**src/rtl/motor_pkg.sv**
```systemverilog
// ============================================================================
// Module      : motor_pkg
// Description : Shared types, default constants and the saturating-add helper
//               for the motor speed loop (speed_loop_controller and friends).
// Contents    : loop_state_t  - 3-bit speed-loop sequencer state encoding
//               c_*           - default parameter values
//               sat_add()     - add with clamp into [0, max_val]
// Revision    : 1.0 - initial release
// ============================================================================
`default_nettype none

package motor_pkg;

  localparam int c_WINDOW_CYCLES = 50000;  // 1 ms at 50 MHz
  localparam int c_COUNT_W       = 8;
  localparam int c_DUTY_W        = 8;
  localparam int c_GAIN_SHIFT    = 2;
  localparam int c_STALL_WINDOWS = 4;

  typedef enum logic [2:0] {
    ST_IDLE    = 3'd0,
    ST_CLEAR   = 3'd1,
    ST_MEASURE = 3'd2,
    ST_CAPTURE = 3'd3,
    ST_UPDATE  = 3'd4
  } loop_state_t;

  // Signed add clamped to [0, max_val]. The 32-bit working width is wider
  // than duty + step can ever need, so the intermediate sum never wraps.
  function automatic int sat_add(input int base, input int step, input int max_val);
    int sum;
    sum = base + step;
    if (sum < 0) begin
      return 0;
    end
    if (sum > max_val) begin
      return max_val;
    end
    return sum;
  endfunction

endpackage

`default_nettype wire

```
**src/rtl/speed_loop_controller_if.sv**
```systemverilog
// ============================================================================
// Module      : speed_loop_controller_if
// Description : Signal bundle between the speed-loop controller, the encoder
//               up/down counter and the motor driver.
// Signals     : enable, target_speed, encoder_count   (master -> controller)
//               count_clear, measured_speed, speed_valid,
//               duty, pwm_out, fault                    (controller -> master)
// Modports    : master - system side driving requests and encoder data
//               slave  - the speed_loop_controller
// Revision    : 1.0 - initial release
// ============================================================================
`default_nettype none

interface speed_loop_controller_if
  import motor_pkg::*;
#(
  parameter int COUNT_W = c_COUNT_W,
  parameter int DUTY_W  = c_DUTY_W
) ();

  logic               enable;
  logic [COUNT_W-1:0] target_speed;
  logic [COUNT_W-1:0] encoder_count;
  logic               count_clear;
  logic [COUNT_W-1:0] measured_speed;
  logic               speed_valid;
  logic [DUTY_W-1:0]  duty;
  logic               pwm_out;
  logic               fault;

  modport master (
    output enable, target_speed, encoder_count,
    input  count_clear, measured_speed, speed_valid, duty, pwm_out, fault
  );

  modport slave (
    input  enable, target_speed, encoder_count,
    output count_clear, measured_speed, speed_valid, duty, pwm_out, fault
  );

endinterface

`default_nettype wire

```
**src/rtl/pwm_generator.sv**
```systemverilog
// ============================================================================
// Module      : pwm_generator
// Description : Free-running PWM. A DUTY_W-bit counter is compared against a
//               shadow copy of the duty that only reloads when the counter
//               wraps, so a duty change never chops a period in half.
// Ports       : clock   - system clock, rising edge
//               reset_n - asynchronous active-low reset
//               i_duty  - duty command (high cycles per 2^DUTY_W)
//               o_pwm   - registered PWM drive
// Revision    : 1.0 - initial release
// ============================================================================
`default_nettype none

module pwm_generator
  import motor_pkg::*;
#(
  parameter int DUTY_W = c_DUTY_W
) (
  input  wire logic              clock,
  input  wire logic              reset_n,
  input  wire logic [DUTY_W-1:0] i_duty,
  output logic                   o_pwm
);

  localparam logic [DUTY_W-1:0] c_CNT_MAX = '1;

  logic [DUTY_W-1:0] r_cnt;
  logic [DUTY_W-1:0] r_shadow;
  logic              r_pwm;

  always_ff @(posedge clock or negedge reset_n) begin
    if (!reset_n) begin
      r_cnt    <= '0;
      r_shadow <= '0;
      r_pwm    <= 1'b0;
    end else begin
      r_cnt <= r_cnt + DUTY_W'(1);
      // Reload as the counter rolls over to 0: the new period starts clean.
      if (r_cnt == c_CNT_MAX) begin
        r_shadow <= i_duty;
      end
      r_pwm <= (r_cnt < r_shadow);
    end
  end

  assign o_pwm = r_pwm;

endmodule

`default_nettype wire

```
**src/rtl/speed_loop_controller.sv**
```systemverilog
// ============================================================================
// Module      : speed_loop_controller
// Description : Closed-loop speed sequencer. Each loop clears the encoder
//               counter, times a WINDOW_CYCLES measurement window, captures
//               the count as measured speed and applies a saturating
//               proportional step (error >>> GAIN_SHIFT) to the PWM duty.
//               Loop period is WINDOW_CYCLES + 3 cycles.
// Ports       : clock   - system clock, rising edge
//               reset_n - asynchronous active-low reset
//               bus     - speed_loop_controller_if.slave (enable,
//                         target_speed, encoder_count in; count_clear,
//                         measured_speed, speed_valid, duty, pwm_out,
//                         fault out)
// Config      : `define STALL_DETECT_EN adds a stall counter: STALL_WINDOWS
//               consecutive windows at full duty with zero speed raise a
//               sticky fault, zero the duty and park the loop in IDLE until
//               enable drops. Without it fault is constant 0.
// Revision    : 1.0 - initial release
// ============================================================================
`default_nettype none

module speed_loop_controller
  import motor_pkg::*;
#(
  parameter int WINDOW_CYCLES = c_WINDOW_CYCLES,  // minimum 2
  parameter int COUNT_W       = c_COUNT_W,
  parameter int DUTY_W        = c_DUTY_W,
  parameter int GAIN_SHIFT    = c_GAIN_SHIFT,
  parameter int STALL_WINDOWS = c_STALL_WINDOWS
) (
  input  wire logic              clock,
  input  wire logic              reset_n,
  speed_loop_controller_if.slave bus
);

  localparam int                WIN_W      = $clog2(WINDOW_CYCLES);
  localparam logic [WIN_W-1:0]  c_WIN_LOAD = WIN_W'(WINDOW_CYCLES - 1);
  localparam int                c_DUTY_MAX = (1 << DUTY_W) - 1;

  loop_state_t         r_state;
  loop_state_t         w_state_next;
  logic [WIN_W-1:0]    r_win;
  logic [COUNT_W-1:0]  r_meas;
  logic                r_speed_valid;
  logic [DUTY_W-1:0]   r_duty;
  logic [DUTY_W-1:0]   w_duty_next;
  logic signed [COUNT_W:0] w_err;
  logic signed [COUNT_W:0] w_step;
  logic                w_count_clear;
  logic                w_measure;
  logic                w_capture;
  logic                w_update;
  logic                w_stall_trip;
  logic                w_fault;
  logic                w_pwm;

  // --------------------------------------------------------------------------
  // FSM: state register
  // --------------------------------------------------------------------------
  always_ff @(posedge clock or negedge reset_n) begin
    if (!reset_n) begin
      r_state <= ST_IDLE;
    end else begin
      r_state <= w_state_next;
    end
  end

  // --------------------------------------------------------------------------
  // FSM: next state
  // --------------------------------------------------------------------------
  always_comb begin
    w_state_next = r_state;
    case (r_state)
      ST_IDLE:    if (bus.enable && !w_fault) w_state_next = ST_CLEAR;
      ST_CLEAR:   w_state_next = ST_MEASURE;
      ST_MEASURE: if (r_win == '0) w_state_next = ST_CAPTURE;
      ST_CAPTURE: w_state_next = w_stall_trip ? ST_IDLE : ST_UPDATE;
      ST_UPDATE:  w_state_next = ST_CLEAR;
      default:    w_state_next = ST_IDLE;
    endcase
    // Dropping enable abandons whatever is in flight; re-enable always
    // restarts from a fresh CLEAR so a partial window is never captured.
    if (!bus.enable) begin
      w_state_next = ST_IDLE;
    end
  end

  // --------------------------------------------------------------------------
  // FSM: state-decoded controls
  // --------------------------------------------------------------------------
  always_comb begin
    w_count_clear = 1'b0;
    w_measure     = 1'b0;
    w_capture     = 1'b0;
    w_update      = 1'b0;
    case (r_state)
      ST_CLEAR:   w_count_clear = 1'b1;
      ST_MEASURE: w_measure     = 1'b1;
      ST_CAPTURE: w_capture     = bus.enable;
      ST_UPDATE:  w_update      = bus.enable;
      default:    ;
    endcase
  end

  // --------------------------------------------------------------------------
  // Proportional step. err is one bit wider than the operands so that
  // 127 - (-128) and -128 - 127 are both representable.
  // --------------------------------------------------------------------------
  assign w_err  = {bus.target_speed[COUNT_W-1], bus.target_speed}
                - {r_meas[COUNT_W-1], r_meas};
  assign w_step = w_err >>> GAIN_SHIFT;
  assign w_duty_next = DUTY_W'(sat_add(int'(r_duty), int'(w_step), c_DUTY_MAX));

  // --------------------------------------------------------------------------
  // Datapath registers
  // --------------------------------------------------------------------------
  always_ff @(posedge clock or negedge reset_n) begin
    if (!reset_n) begin
      r_win         <= '0;
      r_meas        <= '0;
      r_speed_valid <= 1'b0;
      r_duty        <= '0;
    end else begin
      if (w_count_clear) begin
        r_win <= c_WIN_LOAD;
      end else if (w_measure) begin
        r_win <= r_win - WIN_W'(1);
      end

      r_speed_valid <= w_capture;
      if (w_capture) begin
        r_meas <= bus.encoder_count;
      end

      if (!bus.enable || w_stall_trip) begin
        r_duty <= '0;
      end else if (w_update) begin
        r_duty <= w_duty_next;
      end
    end
  end

  // --------------------------------------------------------------------------
  // Stall detection
  // --------------------------------------------------------------------------
`ifdef STALL_DETECT_EN
  localparam int               SC_W         = $clog2(STALL_WINDOWS + 1);
  localparam logic [SC_W-1:0]  c_STALL_LAST = SC_W'(STALL_WINDOWS - 1);

  logic [SC_W-1:0] r_stall_cnt;
  logic            r_fault;
  logic            w_stall_win;

  // Full drive yet the encoder saw nothing over the whole window.
  assign w_stall_win  = w_capture && (r_duty == DUTY_W'(c_DUTY_MAX))
                        && (bus.encoder_count == '0);
  assign w_stall_trip = w_stall_win && (r_stall_cnt == c_STALL_LAST);

  always_ff @(posedge clock or negedge reset_n) begin
    if (!reset_n) begin
      r_stall_cnt <= '0;
      r_fault     <= 1'b0;
    end else if (!bus.enable) begin
      r_stall_cnt <= '0;
      r_fault     <= 1'b0;
    end else if (w_capture) begin
      if (w_stall_trip) begin
        r_stall_cnt <= '0;
        r_fault     <= 1'b1;
      end else if (w_stall_win) begin
        r_stall_cnt <= r_stall_cnt + SC_W'(1);
      end else begin
        r_stall_cnt <= '0;
      end
    end
  end

  assign w_fault = r_fault;
`else
  assign w_stall_trip = 1'b0;
  // No detector in this build: the comparison is constant false, so fault
  // is permanently low.
  assign w_fault      = (STALL_WINDOWS < 0);
`endif

  // --------------------------------------------------------------------------
  // PWM output stage
  // --------------------------------------------------------------------------
  pwm_generator #(
    .DUTY_W (DUTY_W)
  ) u_pwm (
    .clock   (clock),
    .reset_n (reset_n),
    .i_duty  (r_duty),
    .o_pwm   (w_pwm)
  );

  assign bus.count_clear    = w_count_clear;
  assign bus.measured_speed = r_meas;
  assign bus.speed_valid    = r_speed_valid;
  assign bus.duty           = r_duty;
  assign bus.pwm_out        = w_pwm;
  assign bus.fault          = w_fault;

endmodule

`default_nettype wire

```
**src/flat_wrapper.sv**
```systemverilog
// flat-port wrapper written by rule: the top's interface ports become plain ports
module speed_loop_controller_flat import motor_pkg::*;
#(
  parameter int WINDOW_CYCLES = c_WINDOW_CYCLES,              
  parameter int COUNT_W       = c_COUNT_W,
  parameter int DUTY_W        = c_DUTY_W,
  parameter int GAIN_SHIFT    = c_GAIN_SHIFT,
  parameter int STALL_WINDOWS = c_STALL_WINDOWS
)
  (clock, reset_n, bus_enable, bus_target_speed, bus_encoder_count, bus_count_clear, bus_measured_speed, bus_speed_valid, bus_duty, bus_pwm_out, bus_fault);
  speed_loop_controller_if #(.COUNT_W(COUNT_W), .DUTY_W(DUTY_W)) bus_i ();
  input  wire logic clock;
  input  wire logic reset_n;
  input wire logic [$bits(bus_i.enable)-1:0] bus_enable;
  input wire logic [$bits(bus_i.target_speed)-1:0] bus_target_speed;
  input wire logic [$bits(bus_i.encoder_count)-1:0] bus_encoder_count;
  output wire logic [$bits(bus_i.count_clear)-1:0] bus_count_clear;
  output wire logic [$bits(bus_i.measured_speed)-1:0] bus_measured_speed;
  output wire logic [$bits(bus_i.speed_valid)-1:0] bus_speed_valid;
  output wire logic [$bits(bus_i.duty)-1:0] bus_duty;
  output wire logic [$bits(bus_i.pwm_out)-1:0] bus_pwm_out;
  output wire logic [$bits(bus_i.fault)-1:0] bus_fault;
  assign bus_i.enable = bus_enable;
  assign bus_i.target_speed = bus_target_speed;
  assign bus_i.encoder_count = bus_encoder_count;
  assign bus_count_clear = bus_i.count_clear;
  assign bus_measured_speed = bus_i.measured_speed;
  assign bus_speed_valid = bus_i.speed_valid;
  assign bus_duty = bus_i.duty;
  assign bus_pwm_out = bus_i.pwm_out;
  assign bus_fault = bus_i.fault;
  speed_loop_controller #(.WINDOW_CYCLES(WINDOW_CYCLES), .COUNT_W(COUNT_W), .DUTY_W(DUTY_W), .GAIN_SHIFT(GAIN_SHIFT), .STALL_WINDOWS(STALL_WINDOWS)) u_core (.clock(clock), .reset_n(reset_n), .bus(bus_i));
endmodule
```
**config.mk**
```make
export PLATFORM = sky130hd
export DESIGN_NAME = speed_loop_controller_flat
export DESIGN_NICKNAME = d
export VERILOG_FILES = /design/src/rtl/motor_pkg.sv /design/src/rtl/speed_loop_controller_if.sv /design/src/rtl/pwm_generator.sv /design/src/rtl/speed_loop_controller.sv /design/src/flat_wrapper.sv
export SDC_FILE = /design/constraint.sdc
export NUM_CORES = 1
export LEC_CHECK = 0
export CAP_MARGIN = 20
export CORE_MARGIN = 4
export CORE_UTILIZATION = 60
export CTS_BUF_LIST = sky130_fd_sc_hd__clkbuf_16
export DETAILED_ROUTE_END_ITERATION = 10
export GPL_ROUTABILITY_DRIVEN = 0
export GPL_TIMING_DRIVEN = 0
export PLACE_DENSITY = 0.88
export SYNTH_ARGS = -nofsm -noshare
export SYNTH_HDL_FRONTEND = slang
export SYNTH_SLANG_ARGS = --single-unit
```
**constraint.sdc**
```tcl
create_clock -name clock -period 5.5 [get_ports clock]
set_clock_uncertainty 0.05 [all_clocks]
set_input_delay 0.55 -clock clock [delete_from_list [all_inputs] [get_ports clock]]
set_output_delay 0.55 -clock clock [all_outputs]
set_load 0.02 [all_outputs]
```
==> metrics.md <==
| Metric | Value |
|---|---|
| Clock Root Buffer | clkbuf_16 |
| Hold crit path type | input port to async pin |
| Number of global-route vias before repair | 2510 |
| Share of layout cells above drive strength 1 | 0.0509 |
| Vias/cell | 5.64 |
| Storage cell area | 0.00133 sq mm |
| DRT Wirelength | 6470 um |
| Period utilization | 0.765 |
| Warnings, synthesis | 0 |
| CP endpoint kind | flop |
| Global-route wire length before repair | 11100 um |
| Async set-reset flop share out of synthesis | 1.00 |
| Crit path launch | bus_target_speed[1] |
| TritonCTS clock tree | built |
| Power density over the cells | 377 mW/mm^2 |
| Setup crit start kind | input port |
| Syn Inst Count | 347 |
| Die Area | 0.00655 sq mm |
| Main synth FF type | dfrtp_1 |
| Post-synth EDFFs | 0 |
| Largest family of logic cells by synthesized area | simple AND/OR/NAND/NOR gates |
| Hold Buf Count CTS | 0 |
| Inst Count DP | 455 |
| Placement Cell Area | 0.00366 sq mm |
| Tot Pwr | 1.44 mW |
| Hpwl dp | 4820 um |
| Psw | 540 uW |
| Fillers | 409 |
| Required @ worst endpoint | 5.58 ns |
| Sw Share | 0.376 |
| Outcome | finished clean |
| Nets | 438 |
| Total CTS buffers | 5 |
| Clock-pin slew on the worst setup and hold paths | 0.07 ns |
| Layout Cells excl Fill | 463 |
| F_max | 238 MHz |
| Clk buf depth | 2 |
| Initial DRC count | 132 |
| Clock Latency Late Sink | 0.29 ns |
| FF-to-FF Start | u_core.bus.measured_speed[1] |
| Final instance area | 0.00381 sq mm |
| Row cnt | 26 |
| Final setup vio count | 0 |
| Post-cts sizing count | 0 |
| Antenna violations before repair | 0 |
| Mapped Area | 0.00319 sq mm |
| Worst slew pin tran | 0.722 ns |
| Complex-gate fraction of the synthesized area | 0.171 |
| Hold Vio Cnt, Final | 0 |
| Post-CTS Setup Repair Bufs | 0 |
| Multi-input gate area | 0.00170 sq mm |
| Commonest non-fill, non-tap cell in the layout | dfrtp_1 |
| Initial core utilization | 0.621 |
| Unrepaired setup endpoints after global routing | no |
| Synth Register Bits | 53 |
| Int Power | 897 uW |
| Post-Synth Adder-Cell Area | 0.108 |
| Pins Over Slew Limit | 0 |
| CTS H-tree depth | 2 |
| Arrival time worst endpoint | 4.29 ns |
| Synth Area in XOR/XNOR | 0.0549 |
| Syn Area/Cell | 9.20 sq um |
| Peak supply drop | 363 uV |
| CTS Sinks | 53 |
| Register area share after synthesis | 0.416 |
| Final routed DRC violation total | 0 |
| Pleak | 1.71 nW |
| Flop pwr share | 0.320 |
| Post-synthesis mux area share | 0.0133 |
| Vias | 2611 |
| Pre-CTS WS | 1.03 ns |
| Remaining Overflow, GRT | 0 |
| Setup TNS | 0 ns |
| Antenna diodes | 0 |
| Final WS setup | 1.29 ns |
| IO Pins | 39 |
| Most frequent cells in the layout | dfrtp_1 (53), nand2_1 (40), clkdlybuf4s50_1 (36), inv_1 (28), ha_1 (26) |
| Gr usage total | 0.216 |
| Final core utilization | 0.741 |
| TritonRoute pass-1 iters | 4 |
| Simple-gate share of the synthesized area | 0.183 |
| Logic gate share of total power | 0.468 |
| Final hold slack | 0.0998 ns |
| Yosys cell types | 55 |
| CP max FO | 8 |
| Critical path class | input port to flop |
| Slew headroom | 0.505 |
| Core Region | 0.00514 sq mm |
| Max cap viols | 0 |
| Wire per inst | 14.0 um |
| Largest net degree at the start of global routing | 42 |
| ANT nets after route | 0 |
| Height of the die | 80.9 um |
| PortBufs | 37 |
| Syn-to-layout area delta | 19.3% |
| Die span in x | 80.9 um |
| Clock share of power | 0.212 |
| Min Tclk post-route | 4.21 ns |
| Mapped Nets | 393 |
-- final timing paths --
| kind | to | slack [ns] | cells after the start |
|---|---|---|---|
| max reg2reg | u_core.bus.duty[2] | 1.52 | 14 |
| max in group asynchronous | u_core.bus.measured_speed[7] | 4.77 | 2 |
| min | u_core.r_win[9] | 0.1 | 1 |
| min in group clock | u_core.r_win[13] | 0.44 | 1 |
| max | u_core.bus.duty[2] | 1.29 | 14 |
| min reg2reg | u_core.r_win[13] | 0.44 | 1 |
-- area by class of cell --
class | count | share of cell area
buffer | 12 | 0.0151
tap | 70 | 0.0230
inverter | 30 | 0.0296
clock buffer | 5 | 0.0329
sequential | 53 | 0.348
timing repair buffer | 38 | 0.101
multi-input combinational | 252 | 0.445
clock inverter | 3 | 0.00460
-- cells by family after synthesis --
family | Yosys count
simple gates | 114
compound gates | 86
xor+xnor | 20
buf+inv | 42
fa+ha+maj | 27
mux | 4
other cells | 1
flops | 53
-- registers in the layout, summed over array words and instances, names as in the netlist --
| register | count |
|---|---|
| u_core.u_pwm.r_shadow | 8 |
| u_core.bus.speed_valid | 1 |
| u_core.r_state | 3 |
| u_core.u_pwm.r_cnt | 8 |
| u_core.u_pwm.o_pwm | 1 |
| u_core.r_win | 16 |
| u_core.bus.measured_speed | 8 |
| u_core.bus.duty | 8 |
-- power by group through the flow --
stage / clock network, mW / logic, mW / registers (mW)
2_1_floorplan: 0 / 0.451 / 0.503
3_3_place_gp: 0 / 0.643 / 0.464
3_5_place_dp: 0 / 0.664 / 0.466
4_1_cts: 0.312 / 0.673 / 0.459
5_1_grt: 0.329 / 0.758 / 0.465
6_report: 0.304 / 0.673 / 0.459
-- cell usage after synthesis, types with 5 or more instances --
cell / n / area [sq um]
a21oi_1: 22 / 110
a22oi_1: 8 / 60.1
and3_1: 7 / 43.8
clkbuf_1: 9 / 33.8
dfrtp_1: 53 / 1330
ha_1: 26 / 325
inv_1: 27 / 101
nand2_1: 40 / 150
nand2b_1: 5 / 31.3
nand3_1: 8 / 40.0
nor2_1: 21 / 78.8
nor3_1: 11 / 55.1
o21ai_0: 5 / 25.0
o21ai_1: 21 / 105
xnor2_1: 15 / 131
xor2_1: 5 / 43.8
-- critical path, cell delays in order --
cell,delay [ns]
clkdlybuf4s50_1,0.46
ha_1,0.23
a2111o_1,0.41
a31oi_1,0.26
o21bai_1,0.14
a21oi_1,0.19
xnor2_1,0.15
ha_1,0.32
and3_1,0.21
a221oi_1,0.33
nand2_1,0.13
and2_1,0.18
mux2i_1,0.55
a22oi_1,0.20
-- metal layers --
| layer | wire length [um] | up-vias | track usage |
|---|---|---|---|
| met2 | 3120 | 59 | 0.356 |
| met4 | 120 | 0 | 0.0861 |
| li1 | - | 1305 | - |
| met3 | 327 | 11 | 0.0543 |
| met5 | 0 | - | 0 |
| met1 | 2900 | 1236 | 0.271 |
Power figures use the tool's default switching activity.
